### config.mk
export PLATFORM = sky130hd
export DESIGN_NAME = packet_or_accumulator_flat
export DESIGN_NICKNAME = d
export VERILOG_FILES = /design/src/rtl/packet_or_accumulator_pkg.sv /design/src/rtl/packet_or_accumulator_if.sv /design/src/rtl/packet_or_accumulator_or_word.sv /design/src/rtl/packet_or_accumulator.sv /design/src/flat_wrapper.sv
export SDC_FILE = /design/constraint.sdc
export NUM_CORES = 1
export LEC_CHECK = 0
export BUFFER_PORTS_ARGS = -buffer_cell sky130_fd_sc_hd__buf_2
export CAP_MARGIN = 20
export CORE_AREA = 4 4 46 48
export CTS_BUF_LIST = sky130_fd_sc_hd__clkbuf_4
export DETAILED_ROUTE_END_ITERATION = 12
export DIE_AREA = 0 0 50 52
export HOLD_SLACK_MARGIN = 0.08
export PLACE_DENSITY = 0.77
export SLEW_MARGIN = 20
export SYNTH_ARGS = -nofsm -noshare
export SYNTH_HDL_FRONTEND = slang
export SYNTH_HIERARCHICAL = 1
export SYNTH_SLANG_ARGS = --single-unit
export TNS_END_PERCENT = 1
### constraint.sdc
create_clock -name clk -period 2.38 [get_ports clk]
set_input_delay 0.357 -clock clk [delete_from_list [all_inputs] [get_ports clk]]
set_output_delay 0.357 -clock clk [all_outputs]
set_load 0.03 [all_outputs]
### src/rtl/packet_or_accumulator_pkg.sv
// packet_or_accumulator_pkg: shared FSM state type and default sizing for the packet OR reducer.
package packet_or_accumulator_pkg;
    localparam int DEF_WIDTH = 8;
    localparam int DEF_CNT_W = 8;
    typedef enum logic [0:0] {ST_ACC, ST_HOLD} state_t;
endpackage

### src/rtl/packet_or_accumulator_if.sv
// packet_or_accumulator_if: upstream word stream and downstream per-packet result channel.
interface packet_or_accumulator_if #(
    parameter int WIDTH = packet_or_accumulator_pkg::DEF_WIDTH,
    parameter int CNT_W = packet_or_accumulator_pkg::DEF_CNT_W
);
    logic             up_valid;
    logic             up_ready;
    logic [WIDTH-1:0] up_data;
    logic             up_last;
    logic             down_valid;
    logic             down_ready;
    logic [WIDTH-1:0] down_data;
    logic             down_any;
    logic [CNT_W-1:0] down_count;
    modport master (
        output up_valid, up_data, up_last, down_ready,
        input  up_ready, down_valid, down_data, down_any, down_count
    );
    modport slave (
        input  up_valid, up_data, up_last, down_ready,
        output up_ready, down_valid, down_data, down_any, down_count
    );
endinterface

### src/rtl/packet_or_accumulator_or_word.sv
// or_word: WIDTH-bit bitwise OR built from one 2:1 mux per bit (sel=a, d1=1, d0=b).
module or_word #(
    parameter int WIDTH = packet_or_accumulator_pkg::DEF_WIDTH
) (
    input  logic [WIDTH-1:0] a,
    input  logic [WIDTH-1:0] b,
    output logic [WIDTH-1:0] y
);
    for (genvar g = 0; g < WIDTH; g++) begin : g_bit
        assign y[g] = a[g] ? 1'b1 : b[g];
    end
endmodule

### src/rtl/packet_or_accumulator.sv
// packet_or_accumulator: ORs all words of a packet and emits one registered result per packet.
// Optional saturating word counter enabled by PACKET_OR_ACCUMULATOR_COUNT_EN.
module packet_or_accumulator
    import packet_or_accumulator_pkg::*;
#(
    parameter int WIDTH = DEF_WIDTH,
    parameter int CNT_W = DEF_CNT_W
) (
    input logic                    clk,
    input logic                    rst,
    packet_or_accumulator_if.slave bus
);
    state_t           state;
    logic [WIDTH-1:0] acc;
    logic [WIDTH-1:0] acc_or;
    logic [WIDTH-1:0] data_q;
    logic             any_q;
    logic             up_fire;
    logic             down_fire;

    or_word #(.WIDTH(WIDTH)) u_or (.a(acc), .b(bus.up_data), .y(acc_or));

    assign bus.up_ready   = state == ST_ACC;
    assign bus.down_valid = state == ST_HOLD;
    assign bus.down_data  = data_q;
    assign bus.down_any   = any_q;
    assign up_fire        = bus.up_valid && bus.up_ready;
    assign down_fire      = bus.down_valid && bus.down_ready;

    always_ff @(posedge clk) begin
        if (rst) begin
            state  <= ST_ACC;
            acc    <= '0;
            data_q <= '0;
            any_q  <= 1'b0;
        end else begin
            if (up_fire) begin
                acc <= bus.up_last ? '0 : acc_or;
                if (bus.up_last) begin
                    data_q <= acc_or;
                    any_q  <= |acc_or;
                    state  <= ST_HOLD;
                end
            end
            if (down_fire) state <= ST_ACC;
        end
    end

`ifdef PACKET_OR_ACCUMULATOR_COUNT_EN
    logic [CNT_W-1:0] cnt;
    logic [CNT_W-1:0] cnt_nxt;
    logic [CNT_W-1:0] count_q;

    // Saturate rather than wrap so oversized packets report the ceiling.
    assign cnt_nxt        = &cnt ? cnt : cnt + 1'b1;
    assign bus.down_count = count_q;

    always_ff @(posedge clk) begin
        if (rst) begin
            cnt     <= '0;
            count_q <= '0;
        end else if (up_fire) begin
            cnt <= bus.up_last ? '0 : cnt_nxt;
            if (bus.up_last) count_q <= cnt_nxt;
        end
    end
`else
    assign bus.down_count = {CNT_W{1'b0}};
`endif
endmodule

### src/flat_wrapper.sv
// flat-port wrapper written by rule: the top's interface ports become plain ports
module packet_or_accumulator_flat import packet_or_accumulator_pkg::*;
#(
    parameter int WIDTH = DEF_WIDTH,
    parameter int CNT_W = DEF_CNT_W
)
  (clk, rst, bus_up_valid, bus_up_data, bus_up_last, bus_down_ready, bus_up_ready, bus_down_valid, bus_down_data, bus_down_any, bus_down_count);
  packet_or_accumulator_if #(.WIDTH(WIDTH), .CNT_W(CNT_W)) bus_i ();
  input logic clk;
  input logic rst;
  input wire logic [$bits(bus_i.up_valid)-1:0] bus_up_valid;
  input wire logic [$bits(bus_i.up_data)-1:0] bus_up_data;
  input wire logic [$bits(bus_i.up_last)-1:0] bus_up_last;
  input wire logic [$bits(bus_i.down_ready)-1:0] bus_down_ready;
  output wire logic [$bits(bus_i.up_ready)-1:0] bus_up_ready;
  output wire logic [$bits(bus_i.down_valid)-1:0] bus_down_valid;
  output wire logic [$bits(bus_i.down_data)-1:0] bus_down_data;
  output wire logic [$bits(bus_i.down_any)-1:0] bus_down_any;
  output wire logic [$bits(bus_i.down_count)-1:0] bus_down_count;
  assign bus_i.up_valid = bus_up_valid;
  assign bus_i.up_data = bus_up_data;
  assign bus_i.up_last = bus_up_last;
  assign bus_i.down_ready = bus_down_ready;
  assign bus_up_ready = bus_i.up_ready;
  assign bus_down_valid = bus_i.down_valid;
  assign bus_down_data = bus_i.down_data;
  assign bus_down_any = bus_i.down_any;
  assign bus_down_count = bus_i.down_count;
  packet_or_accumulator #(.WIDTH(WIDTH), .CNT_W(CNT_W)) u_core (.clk(clk), .rst(rst), .bus(bus_i));
endmodule
Yosys cells after proc, flatten, opt, wreduce, memory -nomap -nowiden
Index checks and enable logic that the tools add are counted.
- logic and storage cells: 19
- output and inout port bits: 19
- bits in registers: 18
- input bits: 13
- bitwise operators: 1
- multiplexer cells: 9
- reduce and logical (&&, ||, !) cells: 5
- operators with widths (cell ; number):
    $mux W1 ; 8
    $mux W8 ; 1
    $reduce_or A8 Y1 ; 1
    $logic_and A1 B1 Y1 ; 2
    $reduce_and A2 Y1 ; 1
    $reduce_or A2 Y1 ; 1
    $not A1 Y1 ; 1

Logic depth before layout (Yosys ltp)
- depth after elaboration: 3
- mapped depth: 4

Cells and area by module
The synthesis kept the hierarchy.
- modules (own cells, without submodules) (module ; seq. area each (um^2) ; times used ; area each (um^2) ; cells each):
    packet_or_accumulator ; 360.3 ; 1 ; 750.7 ; 91
    or_word ; 0.0 ; 1 ; 50.0 ; 8

Worst setup path after synthesis
OpenSTA, ideal clock, no wires.
- path kind: register -> register
- from: register u_core.state (netlist: u_core/bus.down_valid)
- to: register u_core.any_q (netlist: u_core/bus.down_any)
- buffers on the path: 1
- data required time: 2251 ps
- slack: 1188 ps
- cell stages (with the launch flop): 5
- setup time: 129 ps
- clock period less this slack: 1192 ps
- arrival time: 1063 ps
- path through: dfxtp_1 > and3b_1 > buf_4 > o21bai_1 > a31oi_1
- longest elaborated chain between the ends: 3
- ends and longest elaborated chain (item ; line ; RTL):
    start: declaration ; packet_or_accumulator.sv:13 ; state_t state;
    start signal: assignment ; packet_or_accumulator.sv:32 ; state <= ST_ACC;
    start signal: assignment ; packet_or_accumulator.sv:42 ; state <= ST_HOLD;
    start signal: assignment ; packet_or_accumulator.sv:45 ; if (down_fire) state <= ST_ACC;
    $not A1 Y1 ; packet_or_accumulator.sv:23 ; assign bus.up_ready = state == ST_ACC;
    $logic_and A1 B1 Y1 ; packet_or_accumulator.sv:27 ; assign up_fire = bus.up_valid && bus.up_ready;
    $reduce_and A2 Y1 (no source line) ; n/a ;
    end signal: assignment ; packet_or_accumulator.sv:41 ; any_q <= |acc_or;
    end: declaration ; packet_or_accumulator.sv:17 ; logic any_q;
No other way between the ends.
A chain may end at the register's enable or synchronous reset.

Final worst setup path
- from: register u_core.state (netlist: u_core/bus.down_valid)
- to: output port bus_down_valid
- RTL lines (item ; line ; RTL):
    end: declaration ; flat_wrapper.sv:16 ; output wire logic [$bits(bus_i.down_valid)-1:0] bus_down_valid;
No word-level cell between the ends.

==> impl_metrics.ini <==
[yosys]
synth.avg_cell_area_sq_um = 8.09
ys_top_cells_by_area = dfxtp_1 45%, nand2_1 11%, a21oi_1 11%
seq_area_frac_synth_pct = 45.0
yosysTopAreaCell = dfxtp_1
yosys.area.top_type_share_pct = 45.0
ys_ff_latch = 18
netlist_instances = 99
netlist_area_sq_um = 801
netlist-cell-type-count = 17
yosys_warnings = 6

[floorplanning]
die-area_sq_um = 2600
initial_core_util_pct = 46.9
rows = 15
io_pins = 32
die_h_microns = 52
core_area_sq_um = 1710
fp.dieW_microns = 50

[timing]
slew_violations = 0
relSlewSlack_pct = 65.0
rsz0062_at_grt = no
hold_violations = 0
fin_tns_setup_ns = 0
post-route-min-period_ns = 1.30
tightestPinTransition_ns = 0.525
whs_ns = 0.315
fmax_mhz = 772
timing.final.crit_share_pct = 54.5
fin_skew_ns = 0.00258
setup_viol = 0

[setup_path]
cp_data_required_time_ns = 2.02
cp_top_family = flip-flops
path_buf_inv = 1
cp.arrival_ns = 0.94
cp_max_fo = 7
endpoint_kind = output port
critPathSlowestCell = dfxtp_1
cp-start-kind = flip-flop
crit_path_max_incr_delay_ns = 0.42
path_cells = buf_2
critPathKind = reg -> out

[route]
viasPerCell = 4.83
drt_wl_total_mm = 1.59
firstDrtPassIters = 4
ant_nets = 0
via_count = 695
wl_met2_microns = 737
met3WireLength_microns = 106
wl_per_cell_microns = 11.0
drtIter0Drc = 14
drc = 0
top_layer = met4
wl_met1_microns = 705

[cts]
cts-root-buf = clkbuf_4
cts_max_path_buffers = 2
htree_levels = 1
clkSlewWorstSetupHoldPaths_ns = 0.10
cts_buffers = 3
clock_sink_count = 18
clk_latency_ns = 0.29
cts_tree = yes
cts_resized = 0
post_cts_buffers = 0
cts_hold_buf = 0

[finish]
layoutNonFillerInstCount = 144
syn2layout_area_growth_pct = 13.6
nNetsFinal = 134
drive_gt1_share_pct = 21.8
final_util_pct = 53.3
diodes = 0

[global_route]
grt_pass1_vias = 627
grt_max_degree = 19
grt_use_total_pct = 13.8
grt_remaining_overflow = 0
grt_antenna_before_repair = 0
grt_pass1_wl_mm = 2.65

[placement]
dp_hpwl_mm = 1.15
place.gp.congestion = 0.732
dp_cells = 141
io_buffer_count = 23

[status]
status = finished, final reports clean

[hold_path]
hp-class = in -> reg

[pwr]
leakage_nw = 0.393
p_per_area_nw_per_um2 = 640
ir_worst_vdd_mv = 0.245

[job]
drv_cap = 0
## tightest hold or removal path: cells and delay by family
family                 cells  cell delay, ns
and+or+nand+nor            1            0.08
AOI/OAI and AO/OA          1            0.06
buffers and inverters      1            0.07
## per-stage QoR
stage | instance area (sq um) | power (mW) | worst slack, ns
final | 910 | 0.583 | 1.08
after detailed placement | 887 | 0.440 | 1.11
after floorplan | 827 | 0.423 | 1.19
after global placement | 887 | 0.438 | 1.12
after global routing | 910 | 0.611 | 1.01
after CTS | 910 | 0.587 | 1.07
## metal layers
| layer | vias to the layer above | track usage, % |
|---|---|---|
| li1 | 353 | - |
| met1 | 313 | 16.1 |
| met2 | 25 | 21.5 |
| met3 | 4 | 3.15 |
| met4 | 0 | 11.1 |
| met5 | - | 0 |
## cells by family after synthesis
| logic type | synth area share (%) |
|---|---|
| AOI/OAI and AO/OA | 12.3 |
| DFF | 45.0 |
| and+or+nand+nor | 30.9 |
| buffers and inverters | 11.2 |
| other | 0.468 |
## cell usage after synthesis
cell / number
nand2_1: 24
dfxtp_1: 18
a21oi_1: 17
buf_4: 9
nand3b_1: 9
or2_1: 8
clkbuf_2: 2
nand2b_1: 2
nor4_1: 2
a31oi_1: 1
and3b_1: 1
buf_1: 1
buf_2: 1
conb_1: 1
inv_1: 1
nor2b_1: 1
o21bai_1: 1
## cells in the final DEF, fill, tap and decap left out
cell      count
nand2_1      24
buf_2        23
dfxtp_1      18
a21oi_1      17
nand3b_1      9
conb_1        8
or2_1         8
clkbuf_4      3
nand2b_1      2
nor4_1        2
inv_1         1
and3b_1       1
nor2b_1       1
o21bai_1      1
a31oi_1       1
## registers in the layout (all words and copies together) (netlist names)
| register | cells |
|---|---|
| u_core/bus.down_valid | 1 |
| u_core/acc | 8 |
| u_core/bus.down_any | 1 |
| u_core/bus.down_data | 8 |
## final timing paths
kind | startpoint | endpoint | slack (ns) | depth (start not counted)
min | bus_down_ready | u_core/bus.down_valid | 0.31 | 3
max reg2reg | u_core/bus.down_valid | u_core/acc[5] | 1.22 | 3
max | u_core/bus.down_valid | bus_down_valid | 1.08 | 1
min reg2reg | u_core/acc[0] | u_core/acc[0] | 0.45 | 2
## report_power, final
part / switching [mW] / internal [mW] / total (mW) / leakage, nW
Combinational: 0.0764 / 0.0330 / 0.109 / 0.232
Clock: 0.0907 / 0.0589 / 0.150 / 0.0138
Sequential: 0.00722 / 0.316 / 0.323 / 0.147
## cell type report
type	instances	area (sq um)
fill	177	798
multi-input combinational	74	377
sequential	18	360
timing repair buffer	23	115
tap	25	31.3
clock buffer	3	22.5
inverter	1	3.75
(Power assumes the default switching activity.)
